--- src/rtl/fp_addsub_seq_ctrl_if.sv ---
// Operand/result handshake bundle for fp_addsub_seq_ctrl; master drives operands and
// takes results, slave is the arithmetic unit.
interface fp_addsub_seq_ctrl_if;
    logic        in_valid;
    logic        in_ready;
    logic [31:0] a;
    logic [31:0] b;
    logic        op;
    logic        out_valid;
    logic        out_ready;
    logic [31:0] result;
    logic        busy;

    modport master (
        output in_valid, a, b, op, out_ready,
        input  in_ready, out_valid, result, busy
    );

    modport slave (
        input  in_valid, a, b, op, out_ready,
        output in_ready, out_valid, result, busy
    );
endinterface

--- src/rtl/fp_addsub_seq_ctrl.sv ---
// Multi-cycle IEEE754 single add/sub, truncating, one shared 25-bit adder; latency 1+align+1+norm+1,
// one operation in flight, result held in DONE until out_ready. FP_SPECIAL_EN adds inf/NaN bypass.
module fp_addsub_seq_ctrl #(
    parameter int ALIGN_STEP = 1,
    parameter int NORM_STEP  = 1
) (
    input logic                 clk,
    input logic                 rst,
    fp_addsub_seq_ctrl_if.slave bus
);
    localparam logic [2:0] S_IDLE  = 3'd0;
    localparam logic [2:0] S_ALIGN = 3'd1;
    localparam logic [2:0] S_ADD   = 3'd2;
    localparam logic [2:0] S_NORM  = 3'd3;
    localparam logic [2:0] S_PACK  = 3'd4;
    localparam logic [2:0] S_DONE  = 3'd5;

    logic [2:0]  state_q, state_d;
    logic        sign_q, sign_d;
    logic        sy_q, sy_d;
    logic [8:0]  exp_q, exp_d;
    logic [24:0] mx_q, mx_d;
    logic [23:0] my_q, my_d;
    logic [7:0]  rem_q, rem_d;
    logic [5:0]  tot_q, tot_d;
    logic [31:0] result_q, result_d;

    // Operand prep: flush denormals, apply op to B's sign, order by magnitude.
    logic        a_zero, b_zero, swap, sa, sb, sx_in, sy_in;
    logic [30:0] mag_a, mag_b, mag_x, mag_y;
    logic [23:0] mx_in, my_in;
    logic [7:0]  ed;

    assign a_zero = (bus.a[30:23] == 8'd0);
    assign b_zero = (bus.b[30:23] == 8'd0);
    assign mag_a  = a_zero ? 31'd0 : bus.a[30:0];
    assign mag_b  = b_zero ? 31'd0 : bus.b[30:0];
    assign sa     = bus.a[31];
    assign sb     = bus.b[31] ^ bus.op;
    assign swap   = (mag_b > mag_a);
    assign mag_x  = swap ? mag_b : mag_a;
    assign mag_y  = swap ? mag_a : mag_b;
    assign sx_in  = swap ? sb : sa;
    assign sy_in  = swap ? sa : sb;
    assign mx_in  = {|mag_x[30:23], mag_x[22:0]};
    assign my_in  = {|mag_y[30:23], mag_y[22:0]};
    assign ed     = mag_x[30:23] - mag_y[30:23];

`ifdef FP_SPECIAL_EN
    logic a_inf, b_inf, a_nan, b_nan;
    assign a_inf = (bus.a[30:23] == 8'hFF);
    assign b_inf = (bus.b[30:23] == 8'hFF);
    assign a_nan = a_inf && (bus.a[22:0] != 23'd0);
    assign b_nan = b_inf && (bus.b[22:0] != 23'd0);
`endif

    logic [7:0]  astep;
    assign astep = (rem_q < 8'(ALIGN_STEP)) ? rem_q : 8'(ALIGN_STEP);

    // The one mantissa adder: subtraction is add of the inverted operand plus carry-in.
    logic        eff_sub;
    logic [24:0] addend, sum;
    assign eff_sub = sign_q ^ sy_q;
    assign addend  = eff_sub ? ~{1'b0, my_q} : {1'b0, my_q};
    assign sum     = mx_q + addend + {24'd0, eff_sub};

    logic [2:0] nsh;
    always_comb begin
        nsh = 3'(NORM_STEP);
        for (int i = NORM_STEP - 1; i >= 0; i--) begin
            if (mx_q[23 - i]) nsh = 3'(i);
        end
    end

    always_comb begin
        state_d  = state_q;
        sign_d   = sign_q;
        sy_d     = sy_q;
        exp_d    = exp_q;
        mx_d     = mx_q;
        my_d     = my_q;
        rem_d    = rem_q;
        tot_d    = tot_q;
        result_d = result_q;
        case (state_q)
            S_IDLE: begin
                if (bus.in_valid) begin
                    sign_d  = sx_in;
                    sy_d    = sy_in;
                    exp_d   = {1'b0, mag_x[30:23]};
                    mx_d    = {1'b0, mx_in};
                    my_d    = my_in;
                    rem_d   = ed;
                    tot_d   = 6'd0;
                    state_d = (ed == 8'd0) ? S_ADD : S_ALIGN;
`ifdef FP_SPECIAL_EN
                    if (a_inf || b_inf) begin
                        exp_d   = 9'd255;
                        state_d = S_PACK;
                        if (a_nan || b_nan || (a_inf && b_inf && (sa != sb))) begin
                            sign_d = 1'b0;
                            mx_d   = 25'h0400000;
                        end else begin
                            sign_d = a_inf ? sa : sb;
                            mx_d   = 25'd0;
                        end
                    end
`endif
                end
            end
            S_ALIGN: begin
                my_d  = my_q >> astep;
                rem_d = rem_q - astep;
                tot_d = tot_q + 6'(astep);
                if (rem_d == 8'd0 || tot_d >= 6'd25) state_d = S_ADD;
            end
            S_ADD: begin
                mx_d    = sum;
                state_d = S_NORM;
            end
            S_NORM: begin
                if (mx_q[24]) begin
                    state_d = S_PACK;
                    if (exp_q + 9'd1 >= 9'd255) begin
                        exp_d = 9'd255;
                        mx_d  = 25'd0;
                    end else begin
                        exp_d = exp_q + 9'd1;
                        mx_d  = mx_q >> 1;
                    end
                end else if (mx_q == 25'd0) begin
                    sign_d  = 1'b0;
                    exp_d   = 9'd0;
                    state_d = S_PACK;
                end else if (mx_q[23]) begin
                    state_d = S_PACK;
                end else if (exp_q <= {6'd0, nsh}) begin
                    exp_d   = 9'd0;
                    mx_d    = 25'd0;
                    state_d = S_PACK;
                end else begin
                    mx_d  = mx_q << nsh;
                    exp_d = exp_q - {6'd0, nsh};
                end
            end
            S_PACK: begin
                result_d = {sign_q, exp_q[7:0], mx_q[22:0]};
                state_d  = S_DONE;
            end
            S_DONE: begin
                if (bus.out_ready) state_d = S_IDLE;
            end
            default: state_d = S_IDLE;
        endcase
    end

    always_ff @(posedge clk) begin
        if (rst) begin
            state_q  <= S_IDLE;
            sign_q   <= 1'b0;
            sy_q     <= 1'b0;
            exp_q    <= 9'd0;
            mx_q     <= 25'd0;
            my_q     <= 24'd0;
            rem_q    <= 8'd0;
            tot_q    <= 6'd0;
            result_q <= 32'd0;
        end else begin
            state_q  <= state_d;
            sign_q   <= sign_d;
            sy_q     <= sy_d;
            exp_q    <= exp_d;
            mx_q     <= mx_d;
            my_q     <= my_d;
            rem_q    <= rem_d;
            tot_q    <= tot_d;
            result_q <= result_d;
        end
    end

    assign bus.in_ready  = (state_q == S_IDLE);
    assign bus.out_valid = (state_q == S_DONE);
    assign bus.busy      = (state_q != S_IDLE);
    assign bus.result    = result_q;
endmodule

--- src/flat_wrapper.sv ---
// flat-port wrapper written by rule: the top's interface ports become plain ports
module fp_addsub_seq_ctrl_flat 
#(
    parameter int ALIGN_STEP = 1,
    parameter int NORM_STEP  = 1
)
  (clk, rst, bus_in_valid, bus_a, bus_b, bus_op, bus_out_ready, bus_in_ready, bus_out_valid, bus_result, bus_busy);
  fp_addsub_seq_ctrl_if bus_i ();
  input logic clk;
  input logic rst;
  input wire logic [$bits(bus_i.in_valid)-1:0] bus_in_valid;
  input wire logic [$bits(bus_i.a)-1:0] bus_a;
  input wire logic [$bits(bus_i.b)-1:0] bus_b;
  input wire logic [$bits(bus_i.op)-1:0] bus_op;
  input wire logic [$bits(bus_i.out_ready)-1:0] bus_out_ready;
  output wire logic [$bits(bus_i.in_ready)-1:0] bus_in_ready;
  output wire logic [$bits(bus_i.out_valid)-1:0] bus_out_valid;
  output wire logic [$bits(bus_i.result)-1:0] bus_result;
  output wire logic [$bits(bus_i.busy)-1:0] bus_busy;
  assign bus_i.in_valid = bus_in_valid;
  assign bus_i.a = bus_a;
  assign bus_i.b = bus_b;
  assign bus_i.op = bus_op;
  assign bus_i.out_ready = bus_out_ready;
  assign bus_in_ready = bus_i.in_ready;
  assign bus_out_valid = bus_i.out_valid;
  assign bus_result = bus_i.result;
  assign bus_busy = bus_i.busy;
  fp_addsub_seq_ctrl #(.ALIGN_STEP(ALIGN_STEP), .NORM_STEP(NORM_STEP)) u_core (.clk(clk), .rst(rst), .bus(bus_i));
endmodule
--- config.mk ---
export PLATFORM = sky130hd
export DESIGN_NAME = fp_addsub_seq_ctrl_flat
export DESIGN_NICKNAME = d
export VERILOG_FILES = /design/src/rtl/fp_addsub_seq_ctrl_if.sv /design/src/rtl/fp_addsub_seq_ctrl.sv /design/src/flat_wrapper.sv
export SDC_FILE = /design/constraint.sdc
export NUM_CORES = 1
export LEC_CHECK = 0
export BUFFER_PORTS_ARGS = -buffer_cell sky130_fd_sc_hd__clkbuf_2
export CORE_ASPECT_RATIO = 1.5
export CORE_MARGIN = 1.5
export CORE_UTILIZATION = 50
export DETAILED_ROUTE_END_ITERATION = 7
export PLACE_DENSITY = 0.81
export SLEW_MARGIN = 20
export SYNTH_ARGS = -nofsm -noshare
export SYNTH_HDL_FRONTEND = slang
export SYNTH_SLANG_ARGS = --single-unit
--- constraint.sdc ---
create_clock -name clk -period 7.8 [get_ports clk]
set_clock_uncertainty 0.2 [all_clocks]
set_input_delay 1.95 -clock clk [delete_from_list [all_inputs] [get_ports clk]]
set_output_delay 1.95 -clock clk [all_outputs]
set_load 0.1 [all_outputs]
==> run metrics, run 1 <==
fin nets=1,405; DRC Markers=0; setup TNS=0 ps; total CTS buffers=9; Max stage delay cell, worst path=a21o_4; Tmin final=6705 ps; ANT cells=0; CP required=7910 ps; post-detail-place hpwl=20.39 mm; Reg-to-Reg End=u_core.mx_q[21]; grt met1 use=29.76%; Hold Vio Cnt, Final=0; CP max FO=57; Switching Fraction=47.47%; Via density=6.176; wire per inst=18.14 um; EDFF count, synth=0; Post-CTS Resized=0; first-pass GRT wire length=43.74 mm; Logic pwr share=55.4%; CTS tree=built; clock slew at reported path FFs=80 ps; crit-path leading delay family=simple AND/OR/NAND/NOR gates; row count=59; status=completed; CTS H-tree lvls=3; Clk Tree Root Cell=clkbuf_16; grt total ovfl=0; worst r2r src=u_core.sign_q; Critical Path, Cell by Cell=clkbuf_2 -> nor4_1 -> nand2_1 -> and2_1 -> ha_1 -> a2111oi_0 -> a2111oi_0 -> o21ai_0 -> and4_1 -> a21o_4 -> mux2i_1 -> a211o_1 -> xor2_1 -> or4_1 -> nor4_2 -> o311a_1; Slew @ Worst Pin=1022 ps; Reg2Reg Setup Slack=3060 ps; 1st-iter DRT viols=628; final non-filler cell total=1,487; syn_area_per_cell=7.197 um^2; crit end category=register; Hold Crit Class=reg2reg; number of distinct library cells after synthesis=72; share of total power in sequential cells=28.4%; Synth warnings=0; Worst VDD drop=270.7 uV; pin count of the biggest net entering global routing=81; WP buf/inv=1; critical path data arrival time=6820 ps; worst hold path depth=2; CP dominant cell by count=a2111oi_0; layout cell share with drive strength beyond 1=12.17%; HP Start=u_core.bus.result[26]; Hold Path End=u_core.bus.result[26]; internal power=1546 uW; met2 usage=52.47%; worst skew pair latency=370 ps; Post-CTS Setup Inserts=0; FFs w/ async S/R, synth=0%; Total GRT Usage=28.96%; synthesized area=0.008852 mm^2; sequential fraction of the synthesis area=24.65%; RSZ-0062 raised after global routing=false; Hold Buf Count CTS=0; Worst Reg-to-Reg Cells=14; Setup CP Type=in2reg; drt pass-1 iters=6; CP max stage delay=550 ps; DR vias=9,183; die area=0.01853 mm^2; Die Height=166.0 um; Cells after Synth=1,230; FILL cells=1,676; I/O pin total=104; Peak Freq=149.1 MHz; Clock power frac=16.2%; Setup-failing EPs final=0; IO Port Bufs=103; commonest cells after routing, fill and taps aside=nand2_1 (167), nor2_1 (134), a21oi_1 (118); Sink Count=109; Worst Setup Start Kind=input pin; initial antenna violation count=0; Initial Util=51.03%; GRT Max-Usage Layer=met2; prevailing post-synth register cell=dfxtp_1; clock buffer depth=2; vias in the first global route=8,864; Pins Over Slew Limit=0; RD Place Congestion=1.009; commonest non-fill, non-tap cell in the layout=nand2_1; Power Density=303.3 mW/mm^2; die width=111.6 um; Seq cells post-synth=109; slew margin rel.=31.78%; P_leak=0.003957 uW; NetSw=1397 uW; Max Cap Viol=0; core area=0.01735 mm^2; crit share post-route=85.97%; met3 Usage GRT=2.409%; WL final=26.97 mm; P&R area growth vs syn=9.640%; Routed Antenna Nets=0; dpl cells=1,471
[through the flow]
| stage | setup WS [ps] | util [%] | power [uW] | hold WS, ps | cell area [um^2] |
|---|---|---|---|---|---|
| floorplan | 1306 | - | 2073 | 252.2 | 8867 |
| global placement | 905.2 | 54.16 | 2402 | 244.0 | 9395 |
| finish | 1095 | 55.95 | 2944 | 256.4 | 9706 |
| CTS | 1156 | 55.92 | 2918 | 258.2 | 9701 |
| detailed placement | 781.8 | 54.16 | 2439 | 246.2 | 9395 |
| global route | 740.3 | 55.95 | 3154 | 278.7 | 9706 |
[registers in the layout, summed over array words and instances, names as in the netlist]
name,count
u_core.bus.result,32
u_core.mx_q,25
u_core.my_q,24
u_core.exp_q,9
u_core.rem_q,8
u_core.tot_q,6
u_core.state_q,3
u_core.sign_q,1
u_core.sy_q,1
[layer usage]
metal / share of wire [%] / vias up
met3: 2.9 / 107
met4: 8.7 / 0
met1: 37 / 4259
li1: - / 4528
met5: 0 / -
met2: 52 / 289
[worst register-to-register path, cell delays in order (launching register included)]
cell and delay, ps:
dfxtp_1 400, xnor2_4 810, xnor2_1 250, ha_1 360
a31oi_1 90, o221a_2 320, a211oi_1 360, o2111ai_1 210
a31oi_1 310, o2111ai_1 180, a311oi_1 460, nor2_1 100
a311o_1 330, a21oi_1 150, a211oi_1 60
[worst max-delay path by stage]
stage | start | endpoint | cells after the start
floorplan | bus_b[28] | u_core.state_q[0] | 19
global placement | bus_b[28] | u_core.state_q[0] | 16
detailed placement | bus_b[28] | u_core.state_q[0] | 16
CTS | bus_b[28] | u_core.state_q[0] | 16
global route | bus_b[28] | u_core.state_q[0] | 16
finish | bus_b[28] | u_core.state_q[1] | 16
[synth_stat cells, drive strengths merged (13+ instances only)]
library cell | number | share of area [%]
a211oi | 50 | 4.2
a31oi | 17 | 1.2
clkbuf | 81 | 3.4
dfxtp | 109 | 25
a21o | 13 | 1.2
xnor2 | 45 | 4.5
and2 | 27 | 1.9
o21ai | 58 | 3.3
nand2b | 13 | 0.95
nand3 | 34 | 2.1
mux2i | 21 | 2.4
ha | 65 | 9.2
nand2 | 167 | 7.1
a21oi | 119 | 6.9
nor3 | 58 | 3.3
inv | 36 | 1.5
nor2 | 135 | 5.7
nor4 | 13 | 0.99
o22ai | 37 | 2.6
[power groups by stage]
stage / clock network (uW) / registers (uW) / logic, uW
2_1_floorplan: 0 / 784 / 1290
3_3_place_gp: 0 / 842 / 1560
3_5_place_dp: 0 / 844 / 1600
4_1_cts: 482 / 831 / 1610
5_1_grt: 501 / 854 / 1800
6_report: 475 / 837 / 1630
[final cells by class]
cell class	instances	area, um^2	area share (%)
flip-flops and latches	109	2183	22.50
repair buffers	112	585.6	6.033
clock inverters	7	80.08	0.8251
well taps	213	266.5	2.746
multi-input cells	1001	6230	64.19
clock buffers	9	225.2	2.320
inverters	36	135.1	1.392
[logic make-up (layout without fill, tap and decap cells)]
group / after synthesis / after routing / synth area share, %
AO/OA/AOI/OAI: 361 / 361 / 26.47
XOR/XNOR: 56 / 56 / 5.625
adder cells (fa/ha/maj): 67 / 67 / 9.640
buffers and inverters: 124 / 164 / 5.357
flip-flops: 109 / 109 / 24.65
multiplexers: 28 / 28 / 3.307
other: 1 / 5 / 0.04236
AND/OR/NAND/NOR: 484 / 484 / 24.90
(Power assumes the default switching activity.)
==> run 2: changes to the inputs <==
--- a/config.mk
+++ b/config.mk
@@ -8,9 +8,10 @@
 export BUFFER_PORTS_ARGS = -buffer_cell sky130_fd_sc_hd__clkbuf_2
 export CORE_ASPECT_RATIO = 1.5
 export CORE_MARGIN = 1.5
-export CORE_UTILIZATION = 50
+export CORE_UTILIZATION = 56
 export DETAILED_ROUTE_END_ITERATION = 7
-export PLACE_DENSITY = 0.81
+export PLACE_DENSITY = 0.88
+export REMOVE_ABC_BUFFERS = 1
 export SLEW_MARGIN = 20
 export SYNTH_ARGS = -nofsm -noshare
 export SYNTH_HDL_FRONTEND = slang
==> constraint.sdc (replaced) <==
create_clock -name clk -period 7 [get_ports clk]
set_clock_uncertainty 0.2 [all_clocks]
set_input_delay 1.75 -clock clk [delete_from_list [all_inputs] [get_ports clk]]
set_output_delay 1.75 -clock clk [all_outputs]
set_load 0.1 [all_outputs]
==> run metrics, run 2 (synthesis gave the netlist of run 1 again) <==
status=finished, violations left; failing checks=DRC; worst r2r src=u_core.sign_q; setup TNS=0 ps; die area=0.01659 mm^2; CP max stage delay=600 ps; P&R area growth vs syn=9.654%; 1st-iter DRT viols=772; crit end category=register; Critical Path, Cell by Cell=clkbuf_2 -> nor4_1 -> nand2_1 -> and2_1 -> ha_1 -> nand4_1 -> or4_4 -> o21bai_4 -> a21oi_4 -> a21oi_1 -> ha_1 -> nor3b_1 -> nor2_1 -> xnor2_1 -> or4_1 -> nor4_2 -> a31oi_1; Peak Freq=155.5 MHz; grt total ovfl=0; worst hold path depth=2; Slew @ Worst Pin=841.7 ps; clock buffer depth=2; layout cell share with drive strength beyond 1=12.28%; CP max FO=25; Clk Tree Root Cell=clkbuf_16; CP required=7050 ps; RSZ-0062 raised after global routing=false; CTS H-tree lvls=3; max reg flops=32; Hold Vio Cnt, Final=0; WL final=27.01 mm; CP dominant cell by count=ha_1; initial antenna violation count=0; uppermost layer routed=met4; Routed Antenna Nets=0; Post-CTS Setup Inserts=0; DR vias=9,480; met3 WL=1.993 mm; Reg-to-Reg End=u_core.mx_q[24]; Worst Reg-to-Reg Cells=15; met2 wire len=12.80 mm; wl on met1=10.29 mm; commonest non-fill, non-tap cell in the layout=nand2_1; critical path data arrival time=6480 ps; Sink Count=109; CTS tree=built; WP buf/inv=1; Power Density=336.1 mW/mm^2; final instance area=0.009707 mm^2; pin count of the biggest net entering global routing=72; P_leak=0.003972 uW; crit share post-route=91.86%; Max Cap Viol=0; commonest cells after routing, fill and taps aside=nand2_1 (167), nor2_1 (134), a21oi_1 (118); total CTS buffers=9; Tmin final=6430 ps; Hold Path End=u_core.bus.result[10]; Setup-failing EPs final=0; Hold Buf Count CTS=0; worst skew pair latency=370 ps; clock slew at reported path FFs=80 ps; HP Start=u_core.bus.result[10]; Pins Over Slew Limit=0; crit-path leading delay family=simple AND/OR/NAND/NOR gates; Total GRT Usage=32.35%; DRC Markers=6; Reg2Reg Setup Slack=2430 ps; core area=0.01555 mm^2; Hold Crit Class=reg2reg; Max stage delay cell, worst path=or4_4; Setup CP Type=in2reg; Worst VDD drop=175.6 uV; FILL cells=1,439; wire per inst=18.23 um; Die Height=157.0 um; I/O pin total=104; die width=105.7 um; ANT cells=0; first-pass GRT wire length=43.13 mm; total power=3263 uW; Via density=6.401; final non-filler cell total=1,481; Post-CTS Resized=0; RD Place Congestion=0.9883; fin nets=1,409; dpl cells=1,465; DP Area=0.009413 mm^2; vias in the first global route=8,821; row count=56; drt pass-1 iters=8; IO Port Bufs=103; slew margin rel.=43.75%; Initial Util=56.91%; Worst Setup Start Kind=input pin; post-detail-place hpwl=19.58 mm
[run 2: worst min-delay path, delay by kind of cell, from the launching register on]
| kind | cells | cell delay, ps |
|---|---|---|
| simple gates | 1 | 50 |
| flops | 1 | 310 |
| compound gates | 1 | 50 |
[run 2: worst max-delay path by stage]
| stage | to | depth (start not counted) | slack (ps) | startpoint |
|---|---|---|---|---|
| 2_1_floorplan | u_core.state_q[0] | 16 | 420 | bus_b[28] |
| 3_3_place_gp | u_core.state_q[0] | 17 | 420 | bus_b[28] |
| 3_5_place_dp | u_core.state_q[0] | 17 | 290 | bus_b[28] |
| 4_1_cts | u_core.state_q[0] | 17 | 660 | bus_b[28] |
| 5_1_grt | u_core.state_q[0] | 18 | 150 | bus_b[28] |
| 6_report | u_core.state_q[0] | 17 | 570 | bus_b[28] |
[run 2: report_power, final]
part | switching [uW] | leakage (uW) | total (uW) | internal, uW
Clock | 258 | 0.000142 | 515 | 257
Sequential | 178 | 0.000894 | 924 | 746
Combinational | 1100 | 0.00294 | 1820 | 727
Total | 1530 | 0.00397 | 3260 | 1730
[run 2: cell type report]
type	instances	area (um^2)	share of cell area (%)
flip-flops and latches	109	2183	22.49
clock inverters	5	42.54	0.4383
multi-input cells	1001	6233	64.22
inverters	36	135.1	1.392
repair buffers	116	615.6	6.342
well taps	203	254.0	2.617
clock buffers	11	242.7	2.501
[run 2: stage by stage]
| step | hold slack, ps | setup WS [ps] | util (%) |
|---|---|---|---|
| 3_5_place_dp | 247.4 | 294.5 | 60.51 |
| 3_3_place_gp | 241.0 | 422.8 | 60.51 |
| 6_report | 254.3 | 569.7 | 62.40 |
| 5_1_grt | 273.1 | 147.9 | 62.40 |
| 4_1_cts | 257.4 | 659.9 | 62.35 |
| 2_1_floorplan | 246.1 | 422.7 | - |
[run 2: routing by layer]
layer	vias to the layer above	GRT usage, %
met1	4352	37.71
met5	-	0
met3	132	4.141
met2	466	54.45
li1	4530	-
met4	0	23.42
